==> src/rtl/gray_codec_pkg.sv <==
// gray_codec shared types and helpers.
// Mode enum, width-generic conversion functions, stage slicing.
package gray_codec_pkg;

    localparam int MAX_W = 64;

    typedef enum logic {
        MODE_B2G = 1'b0,
        MODE_G2B = 1'b1
    } gray_mode_e;

    // Bits resolved per pipeline stage (ceiling division).
    function automatic int bits_per_stage(input int n, input int stages);
        return (n + stages - 1) / stages;
    endfunction

    // Binary to Gray over the low n bits; upper bits return 0.
    function automatic logic [MAX_W-1:0] bin2gray_f(
        input logic [MAX_W-1:0] b,
        input int               n
    );
        logic [MAX_W-1:0] m;
        m = '0;
        for (int i = 0; i < MAX_W; i++) begin
            if (i < n) m[i] = b[i];
        end
        return m ^ (m >> 1);
    endfunction

    // Gray to binary over the low n bits (prefix XOR from MSB).
    function automatic logic [MAX_W-1:0] gray2bin_f(
        input logic [MAX_W-1:0] g,
        input int               n
    );
        logic [MAX_W-1:0] r;
        logic             acc;
        r   = '0;
        acc = 1'b0;
        for (int i = MAX_W - 1; i >= 0; i--) begin
            if (i < n) begin
                acc  = acc ^ g[i];
                r[i] = acc;
            end
        end
        return r;
    endfunction

endpackage

==> src/rtl/gray_codec_stage.sv <==
// gray_codec pipeline slice.
// Resolves Gray bits HI..LO of a word; the first slice also does binary->Gray.
module gray_codec_stage
    import gray_codec_pkg::*;
#(
    parameter int N     = 4,
    parameter int HI    = 3,
    parameter int LO    = 0,
    parameter bit FIRST = 1'b1
) (
    input  logic         clk,
    input  logic         rst,
    input  logic         in_valid,
    input  logic [N-1:0] in_data,
    input  logic         in_mode,
    input  logic         in_adj,
    input  logic         out_ready,
    output logic         out_valid,
    output logic [N-1:0] out_data,
    output logic         out_mode,
    output logic         out_adj
);

    logic         valid_q;
    logic         valid_d;
    logic         load;
    logic [N-1:0] data_q;
    logic [N-1:0] data_d;
    logic         mode_q;
    logic         adj_q;
    logic         acc;

    assign load = in_valid && (!valid_q || out_ready);

    // Bits above HI are already binary; fold them into this slice's prefix XOR.
    always_comb begin
        data_d = in_data;
        acc    = 1'b0;
        if (in_mode == MODE_G2B) begin
            for (int i = N - 1; i >= 0; i--) begin
                if (i <= HI && i >= LO) begin
                    acc       = acc ^ in_data[i];
                    data_d[i] = acc;
                end else begin
                    acc = in_data[i];
                end
            end
        end else if (FIRST) begin
            data_d = in_data ^ (in_data >> 1);
        end
    end

    // Slice occupancy: fill on load, empty when the word leaves unreplaced.
    always_comb begin
        valid_d = valid_q;
        if (load) begin
            valid_d = 1'b1;
        end else if (out_ready) begin
            valid_d = 1'b0;
        end
    end

    // Slice registers; payload holds while stalled.
    always_ff @(posedge clk) begin
        if (rst) begin
            valid_q <= 1'b0;
            data_q  <= '0;
            mode_q  <= 1'b0;
            adj_q   <= 1'b0;
        end else begin
            valid_q <= valid_d;
            if (load) begin
                data_q <= data_d;
                mode_q <= in_mode;
                adj_q  <= in_adj;
            end
        end
    end

    assign out_valid = valid_q;
    assign out_data  = data_q;
    assign out_mode  = mode_q;
    assign out_adj   = adj_q;

endmodule

==> src/rtl/gray_codec.sv <==
// gray_codec: pipelined binary<->Gray converter with valid/ready streaming.
// Optional Gray-input adjacency check: define GRAY_CODEC_ADJ_CHECK_EN.
module gray_codec
    import gray_codec_pkg::*;
#(
    parameter int N      = 4,
    parameter int STAGES = 1
) (
    input  logic         clk,
    input  logic         rst,
    input  logic         mode,
    input  logic         in_valid,
    output logic         in_ready,
    input  logic [N-1:0] in_data,
    output logic         out_valid,
    input  logic         out_ready,
    output logic [N-1:0] out_data,
    output logic         out_mode,
    output logic         adj_err
);

    localparam int BPS = bits_per_stage(N, STAGES);

    logic [STAGES:0]        vld;
    logic [STAGES:0]        rdy;
    logic [STAGES:0]        md;
    logic [STAGES:0]        adj;
    logic [STAGES:0][N-1:0] dat;

    assign vld[0] = in_valid;
    assign dat[0] = in_data;
    assign md[0]  = mode;

    // Ready ripples back: a slice accepts if empty or its word moves on.
    always_comb begin
        rdy         = '0;
        rdy[STAGES] = out_ready;
        for (int k = STAGES - 1; k >= 0; k--) begin
            rdy[k] = !vld[k+1] || rdy[k+1];
        end
    end

    for (genvar k = 0; k < STAGES; k++) begin : g_stage
        gray_codec_stage #(
            .N    (N),
            .HI   (N - 1 - k * BPS),
            .LO   (N - (k + 1) * BPS),
            .FIRST(k == 0)
        ) u_stage (
            .clk      (clk),
            .rst      (rst),
            .in_valid (vld[k]),
            .in_data  (dat[k]),
            .in_mode  (md[k]),
            .in_adj   (adj[k]),
            .out_ready(rdy[k+1]),
            .out_valid(vld[k+1]),
            .out_data (dat[k+1]),
            .out_mode (md[k+1]),
            .out_adj  (adj[k+1])
        );
    end

`ifdef GRAY_CODEC_ADJ_CHECK_EN
    logic [N-1:0] hist_q;
    logic [N-1:0] hist_d;
    logic         seen_q;
    logic         seen_d;
    logic         g_accept;

    assign g_accept = in_valid && rdy[0] && (mode == MODE_G2B);
    assign adj[0]   = (mode == MODE_G2B) && seen_q
                    && !$onehot(in_data ^ hist_q);

    // Remember the last accepted Gray-mode word.
    always_comb begin
        hist_d = hist_q;
        seen_d = seen_q;
        if (g_accept) begin
            hist_d = in_data;
            seen_d = 1'b1;
        end
    end

    // History register, cleared by reset.
    always_ff @(posedge clk) begin
        if (rst) begin
            hist_q <= '0;
            seen_q <= 1'b0;
        end else begin
            hist_q <= hist_d;
            seen_q <= seen_d;
        end
    end

    assign adj_err = adj[STAGES];
`else
    logic adj_unused;

    assign adj[0]     = 1'b0;
    assign adj_unused = adj[STAGES];
    assign adj_err    = 1'b0;
`endif

    assign in_ready  = rdy[0];
    assign out_valid = vld[STAGES];
    assign out_data  = dat[STAGES];
    assign out_mode  = md[STAGES];

endmodule

==> config.mk <==
export PLATFORM = sky130hd
export DESIGN_NAME = gray_codec
export DESIGN_NICKNAME = d
export VERILOG_FILES = /design/src/rtl/gray_codec_pkg.sv /design/src/rtl/gray_codec_stage.sv /design/src/rtl/gray_codec.sv
export SDC_FILE = /design/constraint.sdc
export NUM_CORES = 1
export LEC_CHECK = 0
export BUFFER_PORTS_ARGS = -buffer_cell sky130_fd_sc_hd__buf_4
export CAP_MARGIN = 25
export CORE_AREA = 4 4 41 43
export DETAILED_ROUTE_END_ITERATION = 8
export DIE_AREA = 0 0 45 47
export SETUP_SLACK_MARGIN = 0.15
export SKIP_CTS_REPAIR_TIMING = 1
export SLEW_MARGIN = 20
export SYNTH_ARGS = -nofsm -noshare
export SYNTH_HDL_FRONTEND = slang
export SYNTH_SLANG_ARGS = --single-unit
==> constraint.sdc <==
create_clock -name clk -period 1.5 [get_ports clk]
set_clock_uncertainty 0.15 [all_clocks]
set_input_delay 0.225 -clock clk [delete_from_list [all_inputs] [get_ports clk]]
set_output_delay 0.225 -clock clk [all_outputs]
set_load 0.02 [all_outputs]
==> results of run 1 <==
-- placed cells by master, fill, tap and decap left out --
cell type  Yosys  final
nor2b_1        1      1
nor3_1         2      2
o31ai_1        1      1
buf_4          1     16
inv_4          0      1
xnor2_1        3      3
nand3b_1       1      1
buf_6          0      1
a2111o_1       1      1
nand2b_1       1      1
nand2_1        2      2
xor2_1         1      1
o221ai_1       1      1
inv_1          2      1
dfxtp_1        6      5
dfxtp_2        0      1
nor2b_4        0      1
o21ai_0        4      4
clkbuf_4       0      3
nand3_1        2      2
conb_1         1      1
a21oi_1        4      4
-- cells by family (layout without fill, tap and decap cells) --
kind of cell | Yosys count | in the layout | share of synthesized area (%)
flops | 6 | 6 | 40.3
buf+inv | 3 | 22 | 5.04
compound gates | 11 | 11 | 22.7
other cells | 1 | 1 | 1.26
simple gates | 10 | 10 | 18.9
xor+xnor | 4 | 4 | 11.8
-- routing by layer --
metal	up-vias	GRT usage, %
li1	163	-
met1	135	11.0
met2	13	12.1
met3	2	6.51
met4	0	5.26
met5	-	0
-- registers in the layout, summed over array words and instances, names as in the netlist --
name,count
g_stage.u_stage.out_data,4
g_stage.u_stage.out_valid,1
g_stage.u_stage.out_mode,1
-- per-stage QoR --
step           setup TNS, ns  instances  util [%]  area, sq um  hold WS [ns]
2_1_floorplan              0         35         -          303         0.144
6_report                   0         69      36.3          472        0.0482
3_3_place_gp               0         64      32.8          427         0.297
4_1_cts             -0.00628         67      34.5          449        0.0389
3_5_place_dp               0         64      32.8          427         0.299
5_1_grt                    0         69      36.3          472        0.0331
-- path summary, 6_finish.rpt --
path / startpoint / to / cells after the start / slack, ns
worst max register to register: g_stage[0].u_stage.out_valid$_SDFFE_PP0P_ / g_stage[0].u_stage.out_data[0]$_SDFFE_PP0P_ / 5 / 0.34
worst min-delay path: rst / g_stage[0].u_stage.out_mode$_SDFFE_PP0P_ / 2 / 0.05
worst max-delay path: g_stage[0].u_stage.out_valid$_SDFFE_PP0P_ / in_ready / 3 / 0.19
worst min register to register: g_stage[0].u_stage.out_mode$_SDFFE_PP0P_ / g_stage[0].u_stage.out_mode$_SDFFE_PP0P_ / 2 / 0.33
-- power by group --
group          internal [mW]  leakage, nW  switching [mW]
clock                 0.0902       0.0138          0.0534
combinational         0.0548        0.142          0.0576
sequential             0.173       0.0498         0.00573
total                  0.318        0.206           0.117
-- worst max-delay path, cell delays in order, from the launching register on --
cell and delay, ns:
dfxtp_2 0.32, nor2b_4 0.20, inv_4 0.06, buf_6 0.13
-- final cells by class --
cell class / count / area [sq um]
Fill cell: 148 / 830
Multi-Input combinational cell: 26 / 168
Timing Repair Buffer: 17 / 131
Sequential cell: 6 / 121
Clock buffer: 3 / 22.5
Tap cell: 15 / 18.8
Inverter: 2 / 10.0
==> flow_results.org, run 1 <==
** Run status
- Run status :: finished, final reports clean

** Yosys
- In this run the mean area of a mapped cell was 8.51 sq um.
- Distinct cell type count of the synthesized netlist :: 18
- dfxtp_1 is the most common cell in the netlist.
- After synthesis, the share of flip-flops with an asynchronous set or reset is 0%.
- Synthesized netlist cell count :: 35
- Number of synthesized flops with an enable pin :: 0
- Share of Yosys cell area claimed by the top area cell type :: 40.3%
- Most common flop cell mapped by yosys :: dfxtp_1
- Leading cell types by total area after synthesis :: dfxtp_1 40%, xnor2_1 8.8%, a21oi_1 6.7%
- Leading post-synthesis cells by instance count :: 6 x dfxtp_1, 4 x a21oi_1, 4 x o21ai_0
- The synthesized design spends more area on one cell type than any other, namely dfxtp_1.
- Register bit count reported by yosys :: 6
- Post-Synthesis Net Count :: 44
- Netlist Area Pre-Place :: 298 sq um
- Seq/Total Area, Yosys :: 40.3%
- The Yosys step of the flow raised 0 warnings.

** Placed design
- The congestion estimate from routability-driven global placement came to 0.745.
- Post-Place Worst Slack :: 0.245 ns
- # port buffers :: 15
- After legalization and detailed placement, the total HPWL measured 604 microns.

** GRT
- GRT Resource Usage Total :: 9.27%
- Number of global-route vias before repair :: 298
- The total overflow left after global routing is 0.
- Initial antenna violation count :: 0
- Entering global routing, the biggest net connects 9 pins.
- Wire length of the first global-routing pass :: 1350 microns

** Detailed routing
- Total vias in the final route :: 313
- After detailed routing, no signal wire sits above met4.
- Number of nets still failing antenna checks after routing :: 0
- DRC violations left :: 0
- Routed length on met1 :: 337 microns
- Summed over all nets, wire length on met3 after detailed routing comes to 82 microns.
- TritonRoute pass-1 iters :: 4
- Summed over all layers, the routed wires come to 791 microns.
- Drt first-iter violations :: 3
- Routed wire length per instance :: 11.5 microns
- Average vias per placed instance :: 4.54
- Routed wl met2 :: 364 microns

** Critical path
- Arr. time, crit path :: 0.93 ns
- Startpoint type of the worst setup path :: flop
- The critical path is of the reg -> out type.
- Of all nets on the critical path, the largest fanout is 5.
- For the worst setup path, the data required time is 1.12 ns.
- STA classifies the critical path endpoint as an output port.

** Hold path
- Hold WC Path Type :: in -> reg

** Power
- Worst vdd ir :: 0.304 mV
- Final Total Pwr :: 435 uW
- Power spread over the standard cell area amounts to 921 mW/mm^2.
- The analysis attributes to cell leakage a power of 0.206 nW.

** STA
- Final min period :: 1.31 ns
- Final hold violation count :: 0
- The number of max-slew violations in the final report is 0.
- Number of failing setup endpoints in the final timing report :: 0
- Based on the critical path, the design can be clocked at up to 764 MHz.
- Setup repair after global routing could not meet its margin everywhere.
- Final WS setup :: 0.190 ns
- Period Utilization, post-route :: 87.3%

** Die
- The floorplan step defined a die boundary enclosing 0.00212 sq mm.
- Die Span X :: 45 microns
- After floorplanning, the core was divided into 13 placement rows.
- Height of the die :: 47 microns
- Area inside the core boundary :: 0.00130 sq mm
- Starting utilization of the core area :: 22.9%
- During I/O placement, the number of pins put on the boundary was 17.

** Cells and area
- The final layout contains 65 nets.
- Share of layout cells above drive strength 1 :: 42.6%
- Count of inserted antenna diode cells :: 0
- Relative to the synthesized area, the layout overhead comes to 58.4%.

** Clock tree
- Counting the buffers created by CTS gives 3.
- Clock-pin slew was measured on the worst setup and hold paths at 0.04 ns.
- Clock tree synthesis found a total of 6 sinks.
- Clock tree from TritonCTS :: yes
- For the worst-skew pair, the clock arrives at the later sink with an insertion delay of 0.24 ns.
- Htree depth :: 1
- In this run the deepest clock path goes through 2 buffers.
- Cell chosen for the clock root :: clkbuf_4

** Job
- Across the run, the number of max-cap violations was 0.
No activity file was read; power rests on OpenSTA's default activity.
==> inputs of run 2 (changes only) <==
--- a/config.mk
+++ b/config.mk
@@ -8,8 +8,10 @@
 export BUFFER_PORTS_ARGS = -buffer_cell sky130_fd_sc_hd__buf_4
 export CAP_MARGIN = 25
 export CORE_AREA = 4 4 41 43
+export CTS_CLUSTER_SIZE = 28
 export DETAILED_ROUTE_END_ITERATION = 8
 export DIE_AREA = 0 0 45 47
+export REMOVE_ABC_BUFFERS = 1
 export SETUP_SLACK_MARGIN = 0.15
 export SKIP_CTS_REPAIR_TIMING = 1
 export SLEW_MARGIN = 20
==> run 2 against run 1 <==
  * Final cell count shrank 1.4%
  * Cell area shrank 1.6%
  * Wire length down 2.1%
  * Non-clock buffer count down 1
  * Utilization down 0.58 points
  * Combinational power about the same
  * Power rose by 1.8%
  * First-iteration DRC count grew to 2.7 times the previous value
  * Clock-buffer cell count unchanged
  * Via count is 1.3% higher
  * Sequential power hardly changed
==> flow_results.org, run 2 (synthesis gave the netlist of run 1 again) <==
** Cells and area
- The sequential cell area is 121 sq um (unchanged).
- Leading cell types in the layout, fill and taps excluded :: 15 x buf_4, 5 x dfxtp_1, 4 x o21ai_0, 4 x a21oi_1
- The final instance area came to 464 sq um (-1.6%).
- The post-layout utilization of the core came to 35.7% (-0.58 points).
- The number of standard cells in the final layout excluding fillers is 68 (-1.4%).
- Leaving out fill and tap cells, the most frequent cell in the layout is buf_4.
- Layout fillers :: 143 (-3.4%)
- Number of flip-flops in the largest register :: 4 (unchanged)
- Layout Area Growth over Synthesis :: 55.9%
- The count of nets after finishing was 64 (-1.5%).
- Share of layout cells above drive strength 1 :: 41.5% (-1.1 points)
- The combined area of the multi-input logic cells came to 168 sq um (unchanged).
- The diode insertion count for antenna repair was 0 (unchanged).

** Critical path
- Element type at the critical path end :: output port
- Worst path cell trace :: nor2b_4, inv_4, buf_6
- Largest driver fanout on the critical path :: 6 (+1)
- Crit path required time :: 1.12 ns (about the same)
- In this run the critical register-to-register path is launched from g_stage[0].u_stage.out_valid$_SDFFE_PP0P_.
- The count of cells along the worst register-to-register path came to 4 (-1).
- Slowest cell on crit path :: dfxtp_2
- Startpoint type of the worst setup path :: flop
- The worst register-to-register path ends at g_stage[0].u_stage.out_data[0]$_SDFFE_PP0P_.
- The critical path is of the reg -> out type.
- The critical path data arrival time is 0.91 ns (-0.02 ns).
- Delay of the slowest critical-path stage :: 0.32 ns (about the same)
- The slack of the worst reg-to-reg path came to 0.34 ns (about the same).
- WP buf/inv :: 2 (unchanged)
- Broken down by cell family, the worst path's largest delay share belongs to flip-flops.

** Die
- The area of the die was 0.00212 sq mm (unchanged).
- Number of placement rows :: 13 (unchanged)
- The initial core utilization came to 22.9% (unchanged).
- The height of the chip was 47 microns (unchanged).
- The horizontal die dimension was 45 microns (unchanged).
- The core area came to 0.00130 sq mm (unchanged).
- Number of top-level pins :: 17 (unchanged)

** STA
- The final hold violation count came to 0 (unchanged).
- Period Utilization, post-route :: 85.5% (-1.9 points)
- Final min period :: 1.28 ns (-0.0278 ns)
- The post-route setup TNS is 0 ns (unchanged).
- Final count of pins violating max slew :: 0 (unchanged)
- Maximum clock frequency :: 780 MHz (+2.2%)
- Setup repair after global routing left no endpoint under its margin.
- Number of failing setup endpoints in the final timing report :: 0 (unchanged)

** GRT
- The number of antenna violations at the first check in global routing was 0 (unchanged).
- GRT Resource Usage Total :: 8.80% (-0.48 points)
- Number of global-route vias before repair :: 285 (-4.4%)
- The global-route wire length before repair came to 1260 microns (-6.7%).
- Gr ovfl total :: 0 (unchanged)
- The maximum number of pins on one net before global-route repair came to 8 (-1).

** Clock tree
- TritonCTS built the clock tree.
- The number of buffers inserted during clock tree synthesis is 3 (unchanged).
- Clock buffer depth :: 2 (unchanged)
- Later-pin clock latency in the skew report :: 0.24 ns (about the same)
- The H-tree depth reported by CTS came to 1 (unchanged).
- Total clock sinks :: 6 (unchanged)
- The root buffer cell chosen for the clock tree is clkbuf_4.
- The clock transition at the registers of the reported paths came to 0.04 ns (about the same).

** Detailed routing
- Drt first-iter violations :: 8 (+5)
- The number of iterations in the first detailed-routing pass is 4 (unchanged).
- Routed wire length per instance :: 11.4 microns (-0.71%)
- The total wire length after detailed routing came to 774 microns (-2.1%).
- The number of nets still failing antenna checks after routing came to 0 (unchanged).
- The vias per cell came to 4.66 (+2.8%).
- The DRC violation count after routing came to 0 (unchanged).
- The total vias in the final route was 317 (+1.3%).

** Placed design
- The half-perimeter wire length after detailed placement was 587 microns (-2.8%).
- Placed inst area :: 429 sq um (+0.59%)
- Global placement routability congestion :: 0.791 (+6.1%)
- The count of input and output buffers came to 15 (unchanged).
- Placed cell count :: 65 (+1.6%)

** Power
- Worst vdd ir :: 0.297 mV (-2.2%)
- The power per cell area is 953 mW/mm^2 (+3.4%).
- The static leakage is 0.202 nW (-2.1%).

** Hold path
- In this run the most critical hold path is launched from rst.
- The count of cells along the worst hold path was 2 (unchanged).
- Sink of the worst hold path :: g_stage[0].u_stage.out_valid$_SDFFE_PP0P_
- The worst hold path belongs to the class in -> reg.

** Job
- Max-capacitance violation count :: 0 (unchanged)

** Run status
- Run status :: finished, final reports clean
[run 2: cell types whose count changed in the layout (fill, tap and decap cells not counted), sizes merged]
cell,delta
buf,-1
[run 2: power by group]
part,switching (mW),internal [mW],total (mW)
clock network,0.0626,0.0908,0.153
logic,0.0577,0.0534,0.111
registers,0.00527,0.172,0.178
total,0.126,0.317,0.442
[run 2: routing by layer]
layer	global-route usage, %	up-vias	wire (microns)
li1	-	160	-
met1	11.2	138	353
met2	10.7	17	322
met3	4.60	2	92
met4	7.02	0	6
met5	0	-	0
[run 2: stage by stage]
step	power [mW]	setup slack, ns	hold slack [ns]
finish	0.442	0.218	0.0464
global route	0.465	0.166	0.0386
CTS	0.442	0.0961	0.0414
detailed placement	0.288	0.265	0.301
global placement	0.287	0.278	0.298
floorplan	0.235	0.125	0.144
[run 2: worst reg2reg max path: stages, from the launching register on]
cell	delay (ns)
dfxtp_2	0.31
nor2b_4	0.13
buf_4	0.15
a2111o_1	0.29
o221ai_1	0.07
[run 2: how the worst max path moves through the flow]
stage,start,to,slack (ns),depth (start not counted)
after floorplan,g_stage[0].u_stage.out_valid$_SDFFE_PP0P_,g_stage[0].u_stage.out_data[2]$_SDFFE_PP0P_,0.13,4
after global placement,in_data[3],g_stage[0].u_stage.out_data[0]$_SDFFE_PP0P_,0.28,4
after detailed placement,in_data[3],g_stage[0].u_stage.out_data[0]$_SDFFE_PP0P_,0.26,4
after CTS,g_stage[0].u_stage.out_valid$_SDFFE_PP0P_,in_ready,0.1,3
after global routing,g_stage[0].u_stage.out_valid$_SDFFE_PP0P_,in_ready,0.17,3
final,g_stage[0].u_stage.out_valid$_SDFFE_PP0P_,in_ready,0.22,3
[run 2: layout make-up]
class	count	share of cell area, %
clock buffer	3	4.85
sequential	6	26.1
timing repair buffer	16	26.7
inverter	2	2.16
tap	15	4.04
multi-input combinational	26	36.1
==> inputs of run 3 (changes only) <==
--- a/config.mk
+++ b/config.mk
@@ -11,8 +11,8 @@
 export CTS_CLUSTER_SIZE = 28
 export DETAILED_ROUTE_END_ITERATION = 8
 export DIE_AREA = 0 0 45 47
+export PLACE_DENSITY_LB_ADDON = 0.1
 export REMOVE_ABC_BUFFERS = 1
-export SETUP_SLACK_MARGIN = 0.15
 export SKIP_CTS_REPAIR_TIMING = 1
 export SLEW_MARGIN = 20
 export SYNTH_ARGS = -nofsm -noshare
==> run 3 against run 2 <==
  * Global-route usage grew 0.83 points
  * Non-clock buffer count is the same
  * Clock-buffer cell count is the same
  * Flip-flop and latch count is the same
  * Final cell count is the same
  * Worst setup slack lost 0.12 ns
  * Cell area shrank 2.7%
==> flow_results.org, run 3 (synthesis gave the netlist of run 1 again) <==
** Run status
- Run status :: finished, final reports clean

** Power
- The static leakage is 0.197 nW (-2.4%).
- The maximum vdd drop came to 0.357 mV (+20%).
- PwrDens :: 985 mW/mm^2 (+3.3%)
- The total power after layout was 445 uW (+0.56%).

** Placed design
- The half-perimeter wire length after detailed placement is 659 microns (+12%).
- The global placement routability congestion is 0.787 (-0.43%).
- The cell area after placement is 429 sq um (unchanged).
- The count of input and output buffers was 15 (unchanged).

** Critical path
- In this run the worst setup path terminates at in_ready.
- The startpoint identified for the worst register-to-register timing path is g_stage[0].u_stage.out_valid$_SDFFE_PP0P_.
- The critical path depth is 3 (unchanged).
- The count of cells along the worst register-to-register path was 4 (unchanged).
- The signal on the critical path passes through nor2b_2, inv_1, buf_4.
- In this run the worst setup path begins at g_stage[0].u_stage.out_valid$_SDFFE_PP0P_.
- The critical path data arrival time was 1.03 ns (+0.12 ns).
- STA classifies the critical path startpoint as a flop.
- Slowest cell on crit path :: dfxtp_1
- The worst setup path is captured at an output port.
- WP buf/inv :: 2 (unchanged)
- Largest driver fanout on the critical path :: 6 (unchanged)
- Crit path required time :: 1.12 ns (about the same)
- Reg-to-reg endpoint :: g_stage[0].u_stage.out_data[0]$_SDFFE_PP0P_
- The critical path's largest stage delay was 0.30 ns (-0.02 ns).
- The critical path is of the reg -> out type.
- Among cell families on the critical path, the largest total delay comes from buffers and inverters.
- Setup slack of the most critical reg-to-reg path :: 0.31 ns (-0.03 ns)

** Job
- The reported max-cap violation count is 0 (unchanged).

** Die
- The area of the die is 0.00212 sq mm (unchanged).
- Height of the die :: 47 microns (unchanged)
- The core area is 0.00130 sq mm (unchanged).
- The floorplan row count came to 13 (unchanged).
- Starting utilization of the core area :: 22.9% (unchanged)
- The number of placed I/O pins came to 17 (unchanged).
- The horizontal die dimension was 45 microns (unchanged).

** Detailed routing
- Total vias in the final route :: 327 (+3.2%)
- The number of iterations in the first detailed-routing pass came to 4 (unchanged).
- The vias per cell was 4.81 (+3.2%).
- DRC violations left :: 0 (unchanged)
- The number of nets still failing antenna checks after routing came to 0 (unchanged).
- Drt first-iter violations :: 7 (-1)
- The total wire length after detailed routing is 863 microns (+11%).
- Routed wire length per instance :: 12.7 microns (+11%)

** Clock tree
- Post-CTS clock slew at the launch and capture registers of the worst setup and hold paths :: 0.05 ns (about the same)
- Clock tree from TritonCTS :: yes
- The number of clock sinks was 6 (unchanged).
- Htree depth :: 1 (unchanged)
- The number of buffers inserted during clock tree synthesis was 3 (unchanged).
- Cell chosen for the clock root :: clkbuf_4
- Later-pin clock latency in the skew report :: 0.25 ns (about the same)
- Clock buffer depth :: 2 (unchanged)

** Cells and area
- The top cell types in the final layout, fill and taps aside, are 16 x buf_4, 6 x dfxtp_1, 4 x o21ai_0, 4 x a21oi_1.
- The library cell used most frequently in the layout, excluding fill and tap cells, is buf_4.
- The count of nets after finishing came to 64 (unchanged).
- The fill cell instance count of the final layout was 146 (+2.1%).
- Relative to the synthesized area, the layout overhead comes to 51.7%.
- The layout cell share with drive strength beyond 1 is 37.7% (-3.8 points).
- The diode insertion count for antenna repair is 0 (unchanged).
- The final instance area came to 452 sq um (-2.7%).
- Number of flip-flops in the largest register :: 4 (unchanged)

** GRT
- Number of global-route vias before repair :: 306 (+7.4%)
- Gr ovfl total :: 0 (unchanged)
- Maximum number of pins on one net before global-route repair :: 8 (unchanged)
- The total global routing track utilization is 9.63% (+0.83 points).
- Initial antenna violation count :: 0 (unchanged)
- Wire length of the first global-routing pass :: 1380 microns (+10%)

** STA
- Final count of pins violating max slew :: 0 (unchanged)
- The final cycle utilization of the critical path is 93.6% (+8.2 points).
- RSZ-0062 raised after global routing :: no
- The maximum clock rate came to 712 MHz (-8.7%).
- The final critical delay including setup and external delays came to 1.40 ns (+0.123 ns).
- The post-route setup TNS was 0 ns (unchanged).
- The final hold violation count is 0 (unchanged).
- Number of failing setup endpoints in the final timing report :: 0 (unchanged)
- Worst hold margin :: 0.0363 ns (-0.0101 ns)

** Hold path
- Hold WC Path Type :: in -> reg
## run 3: cell types whose count changed in the layout (fill, tap and decap cells not counted)
cell     previous run  this run
nor2b_4             1         0
buf_4              15        16
buf_6               1         0
inv_1               1         2
inv_4               1         0
dfxtp_1             5         6
nor2b_2             0         1
dfxtp_2             1         0
## run 3: per-stage QoR
step / std cells / setup WS (ns) / utilization (%)
floorplan: 34 / 0.125 / -
global placement: 65 / 0.282 / 33.0
detailed placement: 65 / 0.246 / 33.0
CTS: 68 / 0.0933 / 34.7
global route: 68 / 0.0291 / 34.7
finish: 68 / 0.0956 / 34.7
## run 3: final cells by class
cell class / count / area (sq um) / area share [%]
sequential: 6 / 120 / 26.6
inverter: 2 / 7.51 / 1.66
tap: 15 / 18.8 / 4.16
multi-input combinational: 26 / 163 / 36.0
clock buffer: 3 / 22.5 / 4.99
timing repair buffer: 16 / 120 / 26.6
## run 3: layer usage
layer / share of wire [%] / vias up / GRT usage, %
met5: 0 / - / 0
met4: 0.70 / 0 / 8.77
met3: 9.3 / 2 / 3.83
met2: 45 / 17 / 13.0
met1: 44 / 149 / 11.6
li1: - / 159 / -
## run 3: worst min path at each step
stage,startpoint,end,slack [ns],cells after the start
final,rst,g_stage[0].u_stage.out_mode$_SDFFE_PP0P_,0.04,2
after global routing,rst,g_stage[0].u_stage.out_data[3]$_SDFFE_PP0P_,0.05,2
after CTS,rst,g_stage[0].u_stage.out_mode$_SDFFE_PP0P_,0.02,2
after detailed placement,rst,g_stage[0].u_stage.out_mode$_SDFFE_PP0P_,0.30,2
after global placement,rst,g_stage[0].u_stage.out_mode$_SDFFE_PP0P_,0.29,2
after floorplan,rst,g_stage[0].u_stage.out_data[3]$_SDFFE_PP0P_,0.14,1
## run 3: report_power, final
part | internal (mW) | switching (mW)
clock | 0.0912 | 0.0678
combinational | 0.0510 | 0.0572
sequential | 0.172 | 0.00548
total | 0.314 | 0.130
